### src/rtl/toggle_cov_pkg.sv
// Shared types and helpers for the toggle coverage sampler and the reporter wrappers.
// Cover point layout: 2*bit + dir, where dir 0 = rise and dir 1 = fall.
package toggle_cov_pkg;

    typedef enum logic [1:0] {
        RST,
        SETTLE,
        ARMED,
        PAUSED
    } tcs_state_e;

    localparam int TCS_SETTLE_W = 4;

    function automatic int unsigned cover_idx(input int unsigned bit_idx, input logic dir);
        return 2 * bit_idx + int'(dir);
    endfunction

endpackage

### src/rtl/tcs_popcount.sv
// Parameterised population count of an N-bit vector.
module tcs_popcount #(
    parameter int N  = 2,
    parameter int CW = $clog2(N + 1)
) (
    input  logic [N-1:0]  bits_i,
    output logic [CW-1:0] count_o
);

    always_comb begin
        count_o = '0;
        for (int i = 0; i < N; i++) begin
            count_o = count_o + CW'(bits_i[i]);
        end
    end

endmodule

### src/rtl/toggle_cover_sampler.sv
// Per-bit rise/fall detector feeding the toggle coverage reporters: one-cycle valid pulses,
// a sticky seen-bitmap and a distinct-hit count.
module toggle_cover_sampler
    import toggle_cov_pkg::*;
#(
    parameter int WIDTH          = 1,
    parameter int FIRST_HIT_ONLY = 1,
    parameter int SETTLE_CYCLES  = 2
) (
    input  logic                           gbl_clk,
    input  logic                           reset,
    input  logic                           enable,
    input  logic                           clear,
    input  logic [WIDTH-1:0]               sig,
    output logic [2*WIDTH-1:0]             valid,
    output logic [$clog2(2*WIDTH+1)-1:0]   hit_count,
    output logic                           all_hit
);

    localparam int NPTS  = 2 * WIDTH;
    localparam int CNT_W = $clog2(2 * WIDTH + 1);

    tcs_state_e              state_q, state_d;
    logic [TCS_SETTLE_W-1:0] settle_q, settle_d, settle_inc;
    logic [WIDTH-1:0]        prev_q, prev_d;
    logic [NPTS-1:0]         seen_q, seen_d;
    logic [NPTS-1:0]         valid_q, valid_d;
    logic [CNT_W-1:0]        hit_q, hit_d;
    logic [NPTS-1:0]         raw;
    logic [NPTS-1:0]         new_hits;
    logic [CNT_W-1:0]        new_cnt;
    logic                    detect;

    assign detect = (state_q == ARMED) && enable;

    generate
        for (genvar gi = 0; gi < WIDTH; gi++) begin : g_bit
            assign raw[cover_idx(gi, 1'b0)] = detect &  sig[gi] & ~prev_q[gi];
            assign raw[cover_idx(gi, 1'b1)] = detect & ~sig[gi] &  prev_q[gi];
        end
    endgenerate

    assign new_hits = raw & ~seen_q;

    tcs_popcount #(
        .N  (NPTS),
        .CW (CNT_W)
    ) u_popcount (
        .bits_i  (new_hits),
        .count_o (new_cnt)
    );

    // The release edge itself counts as the first settle cycle.
    assign settle_inc = settle_q + TCS_SETTLE_W'(1);

    always_comb begin
        state_d  = state_q;
        settle_d = settle_q;
        case (state_q)
            RST: begin
                settle_d = TCS_SETTLE_W'(1);
                state_d  = (SETTLE_CYCLES <= 1) ? ARMED : SETTLE;
            end
            SETTLE: begin
                settle_d = settle_inc;
                if (int'(settle_inc) >= SETTLE_CYCLES) begin
                    state_d = ARMED;
                end
            end
            ARMED: begin
                if (!enable) begin
                    state_d = PAUSED;
                end
            end
            PAUSED: begin
                if (enable) begin
                    state_d = ARMED;
                end
            end
            default: state_d = RST;
        endcase
        if (!reset) begin
            state_d  = RST;
            settle_d = '0;
        end
    end

    always_comb begin
        prev_d  = sig;
        seen_d  = seen_q | raw;
        hit_d   = hit_q + new_cnt;
        valid_d = (FIRST_HIT_ONLY != 0) ? new_hits : raw;
        if (clear) begin
            seen_d  = '0;
            hit_d   = '0;
            valid_d = '0;
        end
        if (!reset) begin
            prev_d  = '0;
            seen_d  = '0;
            hit_d   = '0;
            valid_d = '0;
        end
    end

    always_ff @(posedge gbl_clk) begin
        state_q  <= state_d;
        settle_q <= settle_d;
        prev_q   <= prev_d;
        seen_q   <= seen_d;
        hit_q    <= hit_d;
        valid_q  <= valid_d;
    end

    assign valid     = valid_q;
    assign hit_count = hit_q;
    assign all_hit   = (hit_q == CNT_W'(NPTS));

endmodule

### config.mk
export PLATFORM = sky130hd
export DESIGN_NAME = toggle_cover_sampler
export DESIGN_NICKNAME = d
export VERILOG_FILES = /design/src/rtl/toggle_cov_pkg.sv /design/src/rtl/tcs_popcount.sv /design/src/rtl/toggle_cover_sampler.sv
export SDC_FILE = /design/constraint.sdc
export NUM_CORES = 1
export LEC_CHECK = 0
export CORE_MARGIN = 1.5
export CORE_UTILIZATION = 35
export DETAILED_ROUTE_END_ITERATION = 8
export GPL_TIMING_DRIVEN = 0
export PLACE_DENSITY_LB_ADDON = 0.2
export SLEW_MARGIN = 20
export SYNTH_ARGS = -nofsm -noshare
export SYNTH_HDL_FRONTEND = slang
export SYNTH_SLANG_ARGS = --single-unit
### constraint.sdc
create_clock -name gbl_clk -period 2.5 [get_ports gbl_clk]
set_input_delay 0.375 -clock gbl_clk [delete_from_list [all_inputs] [get_ports gbl_clk]]
set_output_delay 0.375 -clock gbl_clk [all_outputs]
set_load 0.02 [all_outputs]
* Word level (Yosys, flattened, before mapping)
Cells that the tools add are included.
** Cells by class
- Bitwise operators :: 10
- Add/sub/neg operators :: 3
- Reductions and logical operators :: 5
- Equal/unequal tests :: 7
- Mux-type cells :: 5
- Magnitude comparators :: 1
** Operator list (number)
- one-hot mux 2 bit (4 select lines) :: 1
- one-hot mux 4 bit (2 select lines) :: 1
- equality test 2 bit (second input constant) :: 3
- 2-to-1 mux 2 bit :: 3
- != test 2 bit (second input constant) :: 3
- adder 4 x 1 -> 4 bit (second input constant) :: 1
- AND 1 bit :: 4
- greater-or-equal comparator 4 x 2 -> 1 bit (second input constant) :: 1
- inverter 1 bit :: 3
- AND reduction 3 bit :: 1
- adder 1 x 1 -> 2 bit :: 1
- adder 2 bit :: 1
- AND 2 bit :: 1
- equality test 2 x 1 -> 1 bit (second input constant) :: 1
- zero test 2 bit :: 1
- inverter 2 bit :: 1
- bitwise OR 2 bit :: 1
- nonzero test 2 bit :: 1
- OR reduction 2 bit :: 1
- logical AND 1 bit :: 1
** Storage, ports and cells
- Output and inout bits :: 5
- Bits in registers :: 13
- Input bits :: 5
- Logic and storage cells :: 37

* Longest topological paths before layout
Gate-level depths: netlist of the first run.
- Depth in word-level cells :: 7
- Gate-level depth with buffers :: 6
- Gate-level depth less buffers :: 6

* Hierarchy
From an unflattened synthesis of the first run, not the netlist that was laid out.
** Unflattened totals
- Cells, all modules :: 64
- Area, all modules :: 601.8 um2
** Modules (own cells, without submodules)
- toggle_cover_sampler :: area each 589.3 um2, cells each 63, sequential area each 260.2 um2, times used 1
- tcs_popcount :: area each 12.5 um2, cells each 1, sequential area each 0.0 um2, times used 1

* Least setup slack after synthesis of the first run
Ideal clock, no wire load.
- Path type :: flip-flop to flip-flop
- From :: reg state_q[1]
- To :: reg hit_q[0], in the netlist hit_count[0]
- Path buffers :: 0
- Library setup time :: 121 ps
- Arrival :: 1373 ps
- Cell stages (with the launch flop) :: 7
- Slack :: 1006 ps
- Clock period less this slack :: 1494 ps
- Data required time :: 2379 ps
- Path through :: dfxtp_1 > and3b_1 > nand3b_2 > nor2_1 > fa_1 > inv_1 > nor2_1
** Between the ends
- Longest elaborated chain between the ends :: 7
- Elaborated cells on any way between the ends :: 9
** Ends and longest elaborated chain
- start, declared :: RTL line toggle_cover_sampler.sv:23 : tcs_state_e state_q, state_d;
- start signal, assigned :: RTL line toggle_cover_sampler.sv:107 : state_q <= state_d;
- equality test 2 bit :: RTL line toggle_cover_sampler.sv:34 : assign detect = (state_q == ARMED) && enable;
- logical AND 1 bit :: RTL line toggle_cover_sampler.sv:34
- AND 1 bit (2 in series) :: RTL line toggle_cover_sampler.sv:38 : assign raw[cover_idx(gi, 1'b0)] = detect & sig[gi] & ~prev_q[gi];
- AND 2 bit :: RTL line toggle_cover_sampler.sv:43 : assign new_hits = raw & ~seen_q;
- via new_hits[0] :: RTL line toggle_cover_sampler.sv:30 : logic [NPTS-1:0] new_hits;
- adder 1 x 1 -> 2 bit :: RTL line tcs_popcount.sv:13 : count_o = count_o + CW'(bits_i[i]);
- adder 2 bit :: RTL line toggle_cover_sampler.sv:91 : hit_d = hit_q + new_cnt;
- end signal, assigned :: RTL line toggle_cover_sampler.sv:111 : hit_q <= hit_d;
- end, declared :: RTL line toggle_cover_sampler.sv:28 : logic [CNT_W-1:0] hit_q, hit_d;
The timed path passes the listed nets, and every way through them passes these cells.
A chain may end at the register's enable or synchronous reset.

* Final worst setup path of the first run
- From :: reg hit_q[1], in the netlist hit_count[1]
- To :: out all_hit
** Between the ends
- Longest elaborated chain between the ends :: 1
** Ends and longest elaborated chain
- equality test 2 bit :: RTL line toggle_cover_sampler.sv:117 : assign all_hit = (hit_q == CNT_W'(NPTS));
- end, declared :: RTL line toggle_cover_sampler.sv:17 : output logic all_hit
Every way passes these cells.

==> run summary, run 1 <==
Number of remaining DRC errors: 0
Die area: 1939 sq um
Post-DR wirelength/cell: 10.30 um
Syn nets: 70
DRT Pass-1 Iters: 4
Detailed Place HPWL: 711 um
Core Rows: 14
Synth-to-Final Area Change: 21.44%
RSZ-0062 raised after global routing: no
Final GP Congestion: 0.7457
Clk root buf: clkbuf_4
Mean Syn Cell Area: 9.505 sq um
Reg-to-Reg End: hit_count[0]$_SDFF_PP0_
# setup viols final: 0
Post-synthesis adder-cell area fraction: 7.643%
Multiplexer area fraction after synthesis: 0%
Largest net degree at the start of global routing: 11
Max Cap Viol: 0
Longest Clk Path Bufs: 2
H-Tree Depth: 1
Unique masters post-synth: 25
Total negative setup slack: 0 ns
Post-synthesis compound-gate area fraction: 11.89%
FILL cells: 148
Relative slew slack: 81.32%
Reg-to-reg startpoint: state_q[1]$_SDFFE_PN0P_
Worst Path Required: 2.12 ns
Comb power frac: 23.7%
Overall power: 517.7 uW
Port Buf Inserts: 8
Die H: 44.04 um
Antenna violations before repair: 0
Outcome: completed
GR Overflow Total: 0
Worst Hold Launch: reset
Reg2Reg Setup Slack: 0.83 ns
Cts bufs inserted: 3
All-Layer GR Usage: 11.88%
Sw Share: 30.89%
Delay of the slowest critical-path stage: 0.61 ns
Clk pwr share: 24.2%
Sw Pwr: 159.9 uW
Via count: 442
Drt initial violations: 10
Post-synthesis simple-gate area fraction: 25.69%
Critical Path AT: 1.36 ns
Routed wire length: 927 um
Worst ir drop on vdd: 0.0002808 V
Antenna viol nets, final: 0
Share of cells above drive strength 1: 10.81%
Buf+Inv Stages, Crit Path: 1
CP cell instances: nor2b_1 -> clkdlybuf4s50_1
CTS Hold Buffers Added: 0
Starting density of the core: 38.23%
Internal: 357.8 uW
Cell family with most CP delay: buffers and inverters
Sequential share of power: 52.1%
Minimum clock period: 1.739 ns
Pwr Density: 723.3 nW/um^2
CTS clock-pin slew for the worst setup and hold paths: 0.08 ns
First-pass GRT wire length: 1587 um
Core Area: 1541 sq um
Skew-Pair Late Insertion Delay: 0.27 ns
CTS tree: done
Synth Warn #: 0
Final Max Tran Viols: 0
Worst hold path depth: 3
Static leakage: 0.0002822 uW
Hold Crit Class: input port to register
DIE WIDTH: 44.04 um
Layout Nets: 83
Antenna diodes: 0
Startpoint types: register
Final Hold Fails: 0
CP Max Fanout: 3
Post-synthesis xor/xnor area fraction: 5.945%
Post-cts sizing count: 0
Fin crit share: 69.57%
Sink Count: 13
Vias per cell: 4.911
Endpoint class of the critical path: output port
Vias in the first global route: 399
Actual slew at the worst max-slew pin: 0.2796 ns
Post CTS Setup Buffer Count: 0
# IOs: 10
Worst setup path class: register to output port
Post-synthesis register bit count: 13
Worst clock skew: 0.003391 ns
Largest family of logic cells by synthesized area: simple AND/OR/NAND/NOR gates
Sequential cell area fraction in the yosys report: 44.16%
Cell count of the worst reg-to-reg path: 6
Hold Path Sink: state_q[1]$_SDFFE_PN0P_
Synth Cell Area: 589.3 sq um
Syn Inst Count: 62
Slowest stage cell, crit path: clkdlybuf4s50_1
Fmax: 0.5749 GHz
## through the flow
stage / hold slack, ns / instance area, sq um / std cells / utilization (%) / setup slack, ns
CTS: 0.4257 / 715.7 / 90 / 46.43 / 0.7314
global placement: 0.4425 / 689.4 / 86 / 44.72 / 0.4889
global route: 0.4319 / 715.7 / 90 / 46.43 / 0.6630
detailed placement: 0.4498 / 689.4 / 86 / 44.72 / 0.4827
finish: 0.4372 / 715.7 / 90 / 46.43 / 0.7606
floorplan: 0.4324 / 589.3 / 62 / - / 1.006
## cells in the final DEF, fill, tap and decap left out
cell type / count
dfxtp_1: 13
clkdlybuf4s50_1: 8
inv_1: 6
nor2_1: 5
nor2b_1: 5
o21ai_0: 4
xnor2_1: 3
clkbuf_4: 3
nand3b_2: 2
nand3_1: 2
and2_1: 2
nand2_1: 2
a21oi_1: 2
nor3_2: 2
ha_1: 2
and3b_1: 1
buf_2: 1
nand2b_1: 1
nand4_1: 1
o21ai_1: 1
nand3b_1: 1
a21boi_1: 1
a22o_1: 1
xor2_1: 1
a41oi_1: 1
o211a_1: 1
fa_1: 1
clkbuf_1: 1
## flip-flops by register name, indices dropped and copies added, names as in the netlist
register / cells
settle_q: 4
hit_count: 2
seen_q: 2
state_q: 2
valid: 2
prev_q: 1
## worst min-delay path: stages
cell and delay [ns]:
buf_2 0.16, o21ai_0 0.09, a41oi_1 0.04
## worst max-delay path by stage
stage	start	to	slack (ns)	depth (start not counted)
6_report	hit_count[1]$_SDFF_PP0_	all_hit	0.76	2
5_1_grt	hit_count[1]$_SDFF_PP0_	all_hit	0.66	2
3_5_place_dp	enable	hit_count[0]$_SDFF_PP0_	0.48	7
3_3_place_gp	enable	hit_count[0]$_SDFF_PP0_	0.49	7
2_1_floorplan	state_q[1]$_SDFFE_PN0P_	hit_count[0]$_SDFF_PP0_	1.01	6
4_1_cts	hit_count[1]$_SDFF_PP0_	all_hit	0.73	2
## synth_stat cells
| cell type | count | share of area (%) |
|---|---|---|
| inv_1 | 6 | 3.8 |
| nand2_1 | 2 | 1.3 |
| nor2b_1 | 5 | 5.3 |
| a22o_1 | 1 | 1.5 |
| buf_2 | 1 | 0.85 |
| xor2_1 | 1 | 1.5 |
| a21boi_1 | 1 | 1.3 |
| xnor2_1 | 3 | 4.5 |
| nor3_2 | 2 | 3.4 |
| and2_1 | 2 | 2.1 |
| and3b_1 | 1 | 1.5 |
| a21oi_1 | 2 | 1.7 |
| o21ai_0 | 4 | 3.4 |
| o21ai_1 | 1 | 0.85 |
| nand3_1 | 2 | 1.7 |
| o211a_1 | 1 | 1.7 |
| nand3b_2 | 2 | 3.8 |
| nand3b_1 | 1 | 1.3 |
| dfxtp_1 | 13 | 44 |
| nor2_1 | 5 | 3.2 |
| nand2b_1 | 1 | 1.1 |
| a41oi_1 | 1 | 1.5 |
| fa_1 | 1 | 3.4 |
| nand4_1 | 1 | 1.1 |
| ha_1 | 2 | 4.2 |
## cell type report
cell class / count / area (sq um) / share of cell area (%)
Buffer: 1 / 5.005 / 0.6993
Clock buffer: 4 / 26.28 / 3.671
Inverter: 6 / 22.52 / 3.147
Timing Repair Buffer: 8 / 80.08 / 11.19
Multi-Input combinational cell: 42 / 301.5 / 42.13
Sequential cell: 13 / 260.3 / 36.36
Tap cell: 16 / 20.02 / 2.797
## power groups by stage
| stage | sequential, uW | clock (uW) | combinational, uW |
|---|---|---|---|
| 2_1_floorplan | 265 | 0 | 97.5 |
| 3_3_place_gp | 276 | 0 | 122 |
| 3_5_place_dp | 275 | 0 | 122 |
| 4_1_cts | 270 | 135 | 123 |
| 5_1_grt | 277 | 145 | 142 |
| 6_report | 270 | 125 | 122 |
## cells by family (layout without fill, tap and decap cells)
| logic type | after synthesis | in the layout |
|---|---|---|
| AO/OA/AOI/OAI | 11 | 11 |
| flip-flops | 13 | 13 |
| buffers and inverters | 7 | 19 |
| adder cells (fa/ha/maj) | 3 | 3 |
| XOR/XNOR | 4 | 4 |
| AND/OR/NAND/NOR | 24 | 24 |
## metal layers
metal / wire [um] / vias up / track usage [%]
li1: - / 231 / -
met1: 481 / 199 / 15.01
met2: 372 / 10 / 15.88
met3: 61 / 2 / 7.347
met4: 12 / 0 / 5.455
met5: 0 / - / 0
Note: power is estimated with default switching activity, not from simulation.
==> run 2: changes to the inputs <==
clock period = 1.81 ns   (was 2.5 ns; I/O delays follow)
==> run 2 against run 1 <==
Total power rose by 39%. Sequential power up 39%. Sequential share of layout area increased by 0.11 points. Register-to-register slack lost 0.59 ns. Wire length unchanged. Cell count is the same. Flip-flop and latch count did not move. Non-clock buffer count stayed put. Core utilization rose by 0.081 points. First-iteration DRC count is the same. Hold slack worse by 0.11 ns. Die area is the same.
==> run summary, run 2 (synthesis gave the netlist of run 1 again) <==
Post-cts sizing count: 0
Final Max Tran Viols: 0
Antenna violations before repair: 0
Worst clock skew: 0.003598 ns
CP Max Fanout: 3
Cell family with most CP delay: buffers and inverters
CTS clock-pin slew for the worst setup and hold paths: 0.08 ns
Placed insts: 86
Minimum clock period: 1.636 ns
Routed wire length: 927 um
Sw Pwr: 220.9 uW
Cts bufs inserted: 3
Final Hold Fails: 0
Startpoint types: register
Clk pwr share: 24.1%
Static leakage: 0.0002825 uW
Core Rows: 14
Hold Crit Class: input port to register
Vias per cell: 4.900
# setup viols final: 0
Fin crit share: 90.38%
RSZ-0062 raised after global routing: no
Worst hold path depth: 3
All-Layer GR Usage: 11.88%
Number of remaining DRC errors: 0
CTS tree: done
Sequential share of power: 52.3%
Post-DR wirelength/cell: 10.30 um
Cell count of the worst reg-to-reg path: 6
Antenna viol nets, final: 0
Sink Count: 13
Outcome: completed
Final GP Congestion: 0.7457
Longest Clk Path Bufs: 2
Comb power frac: 23.6%
DRT Pass-1 Iters: 4
Worst ir drop on vdd: 0.0003886 V
Starting density of the core: 38.23%
Skew-Pair Late Insertion Delay: 0.27 ns
GR Overflow Total: 0
Layout Nets: 83
Fmax: 0.6113 GHz
First-pass GRT wire length: 1587 um
Die area: 1939 sq um
Endpoint class of the critical path: output port
Vias in the first global route: 399
Commonest cells after routing, fill and taps aside: dfxtp_1 (12), clkdlybuf4s50_1 (8), inv_1 (6)
Largest net degree at the start of global routing: 11
Slowest stage cell, crit path: clkdlybuf4s50_1
DIE WIDTH: 44.04 um
Most common cell after layout, fill and taps aside: dfxtp_1
Delay of the slowest critical-path stage: 0.61 ns
CP cell instances: nor2b_1 -> clkdlybuf4s50_1
Max Cap Viol: 0
Worst setup path class: register to output port
Worst Path Required: 1.54 ns
Actual slew at the worst max-slew pin: 0.2797 ns
Critical Path AT: 1.36 ns
Synth-to-Final Area Change: 21.66%
Post CTS Setup Buffer Count: 0
Biggest register: settle_q
Post-route insts no fill: 90
Via count: 441
Pwr Density: 1001 nW/um^2
Max FFs per register: 4
Detailed Place HPWL: 711 um
Relative slew slack: 81.32%
Clk root buf: clkbuf_4
Core Area: 1541 sq um
CP Depth: 2
Drt initial violations: 10
Sw Share: 30.79%
CTS Hold Buffers Added: 0
Buf+Inv Stages, Crit Path: 1
Port Buf Inserts: 8
Internal: 496.5 uW
# IOs: 10
Total negative setup slack: 0 ns
H-Tree Depth: 1
Die H: 44.04 um
Antenna diodes: 0
Share of cells above drive strength 1: 12.16%
run 2: cell counts in the layout (fill, tap and decap cells not counted):
Identical to the previous run, type by type.
run 2: path summary, 6_finish.rpt:
path | from | end | slack, ns
hold / removal | reset | state_q[1]$_SDFFE_PN0P_ | 0.33
setup / recovery | hit_count[1]$_SDFF_PP0_ | all_hit | 0.17
hold reg to reg | seen_q[1]$_SDFF_PP0_ | valid[1]$_SDFF_PP0_ | 0.45
setup reg to reg | state_q[1]$_SDFFE_PN0P_ | hit_count[0]$_SDFF_PP0_ | 0.24
run 2: metal layers:
layer / global-route usage (%) / share of wire [%]
met1: 15.01 / 52
met2: 15.88 / 40
met3: 7.347 / 6.6
met4: 5.455 / 1.3
met5: 0 / 0
run 2: worst min-delay path: cells and delay by family:
| kind | cells | cell delay, ns |
|---|---|---|
| AO/OA/AOI/OAI | 2 | 0.13 |
| buffers and inverters | 1 | 0.16 |
run 2: cell type report:
cell class	instances	area [sq um]
fillers	147	824.5
clock buffers	4	26.28
well taps	16	20.02
plain buffers	1	5.005
flip-flops and latches	13	261.5
inverters	6	22.52
repair buffers	8	80.08
multi-input cells	42	301.5
run 2: metrics by stage:
step | utilization (%) | hold WS, ns | instance area, sq um | power, uW | worst slack (ns)
global placement | 44.72 | 0.4425 | 689.4 | 548.5 | -0.09757
detailed placement | 44.72 | 0.4498 | 689.4 | 548.4 | -0.1038
floorplan | - | 0.3932 | 589.3 | 501.3 | 0.3160
global route | 46.51 | 0.3284 | 716.9 | 782.2 | 0.07647
CTS | 46.43 | 0.3222 | 715.7 | 730.2 | 0.1207
finish | 46.51 | 0.3275 | 716.9 | 717.4 | 0.1741
run 2: power groups by stage:
stage               Clock (uW)  Sequential, uW  Combinational (uW)
floorplan                    0             367                 135
global placement             0             381                 168
detailed placement           0             379                 169
CTS                        186             374                 170
global route               201             385                 196
finish                     173             375                 169
==> run 3: changes to the inputs <==
PLACE_DENSITY = 0.69   (was default)
PLACE_DENSITY_LB_ADDON = default   (was 0.2)
SKIP_CTS_REPAIR_TIMING = 1   (was default)
==> run 3 against run 2 <==
Wire length rose by 1.2%. Flip-flop and latch count did not move. Critical path depth did not move. Sequential share of layout area did not move.
==> run summary, run 3 (synthesis gave the netlist of run 1 again) <==
Biggest register: settle_q
Core Rows: 14
GR Overflow Total: 0
Via count: 438
FILL cells: 159
Reg-to-reg startpoint: state_q[1]$_SDFFE_PN0P_
# IOs: 10
Startpoint types: register
Sink Count: 13
DP Area: 689.4 sq um
Post-DR wirelength/cell: 10.42 um
Overall power: 716.8 uW
Cell count of the worst reg-to-reg path: 6
CP cell instances: nor2b_1 -> clkdlybuf4s50_1
Pwr Density: 999.8 nW/um^2
# setup viols final: 0
Worst Hold Launch: reset
Fmax: 0.6064 GHz
DIE WIDTH: 44.04 um
Antenna viol nets, final: 0
Detailed Place HPWL: 735.5 um
Outcome: completed
Internal: 497.0 uW
Cts bufs inserted: 3
All-Layer GR Usage: 11.94%
Worst hold path depth: 3
FF/Latch Area: 261.5 sq um
Worst setup path class: register to output port
Actual slew at the worst max-slew pin: 0.3011 ns
Clk pwr share: 24.3%
Synth-to-Final Area Change: 21.66%
Share of cells above drive strength 1: 12.16%
Drt initial violations: 5
Reg2Reg Setup Slack: 0.22 ns
CTS tree: done
Vias in the first global route: 406
First-pass GRT wire length: 1649 um
Final Hold Fails: 0
Starting density of the core: 38.23%
Largest net degree at the start of global routing: 11
Relative slew slack: 79.88%
Commonest cells after routing, fill and taps aside: dfxtp_1 (12), clkdlybuf4s50_1 (8), inv_1 (6)
Max Cap Viol: 0
Worst Path Required: 1.54 ns
Min Hold Slack: 0.3175 ns
Minimum clock period: 1.649 ns
Antenna violations before repair: 0
Pre-CTS setup slack: -0.1185 ns
Number of remaining DRC errors: 0
Sw Share: 30.66%
Skew-Pair Late Insertion Delay: 0.27 ns
Worst clock skew: 0.0004968 ns
Hold Path Sink: state_q[1]$_SDFFE_PN0P_
Routed wire length: 938 um
Reg-to-Reg End: hit_count[0]$_SDFF_PP0_
Core Area: 1541 sq um
Endpoint class of the critical path: output port
Vias per cell: 4.867
CP Max Fanout: 3
Critical Path AT: 1.38 ns
Design area: 716.9 sq um
Comb power frac: 23.5%
Slowest stage cell, crit path: clkdlybuf4s50_1
Max FFs per register: 4
Static leakage: 0.0002825 uW
Fin worst setup slack: 0.1610 ns
Worst ir drop on vdd: 0.0006582 V
Most common cell after layout, fill and taps aside: dfxtp_1
Hold Crit Class: input port to register
Final Max Tran Viols: 0
H-Tree Depth: 1
Layout Nets: 83
CTS clock-pin slew for the worst setup and hold paths: 0.07 ns
Sequential share of power: 52.2%
Longest Clk Path Bufs: 2
Clk root buf: clkbuf_4
DRT Pass-1 Iters: 2
Die H: 44.04 um
Multi-input logic area: 301.5 sq um
Fin crit share: 91.10%
Antenna diodes: 0
Final GP Congestion: 0.7430
Delay of the slowest critical-path stage: 0.60 ns
Port Buf Inserts: 8
Final Core Density: 46.51%
Die area: 1939 sq um
Sw Pwr: 219.8 uW
RSZ-0062 raised after global routing: no
## run 3: cell counts in the layout (fill, tap and decap cells not counted)
No cell type changed its count.
## run 3: final cells by class
class / count / area share (%)
flip-flops and latches: 13 / 36.47
multi-input cells: 42 / 42.06
repair buffers: 8 / 11.17
plain buffers: 1 / 0.6981
inverters: 6 / 3.141
clock buffers: 4 / 3.665
well taps: 16 / 2.792
## run 3: critical path: cells and delay by family (launching register included)
kind | cells | cell delay (ns)
DFF | 1 | 0.37
and+or+nand+nor | 1 | 0.14
buffers and inverters | 1 | 0.60
## run 3: power by group through the flow
| stage | Sequential, uW | Combinational [uW] | Clock, uW |
|---|---|---|---|
| detailed placement | 380 | 169 | 0 |
| floorplan | 367 | 135 | 0 |
| global route | 384 | 194 | 195 |
| CTS | 373 | 171 | 183 |
| finish | 374 | 168 | 174 |
| global placement | 378 | 164 | 0 |
## run 3: per-stage QoR
stage	setup TNS [ns]	cells
3_3_place_gp	-0.07011	86
3_5_place_dp	-0.1700	86
5_1_grt	0	90
6_report	0	90
2_1_floorplan	0	62
4_1_cts	0	90
## run 3: routing by layer
layer / part of all wire [%] / GRT usage, %
met2: 50 / 19.12
met3: 6.6 / 7.347
met1: 43 / 13.14
met5: 0 / 0
met4: 0 / 3.636
## run 3: how the worst max path moves through the flow
| stage | startpoint | end |
|---|---|---|
| CTS | state_q[1]$_SDFFE_PN0P_ | hit_count[0]$_SDFF_PP0_ |
| global placement | enable | hit_count[0]$_SDFF_PP0_ |
| detailed placement | enable | hit_count[0]$_SDFF_PP0_ |
| global route | enable | hit_count[0]$_SDFF_PP0_ |
| finish | hit_count[1]$_SDFF_PP0_ | all_hit |
| floorplan | state_q[1]$_SDFFE_PN0P_ | hit_count[0]$_SDFF_PP0_ |
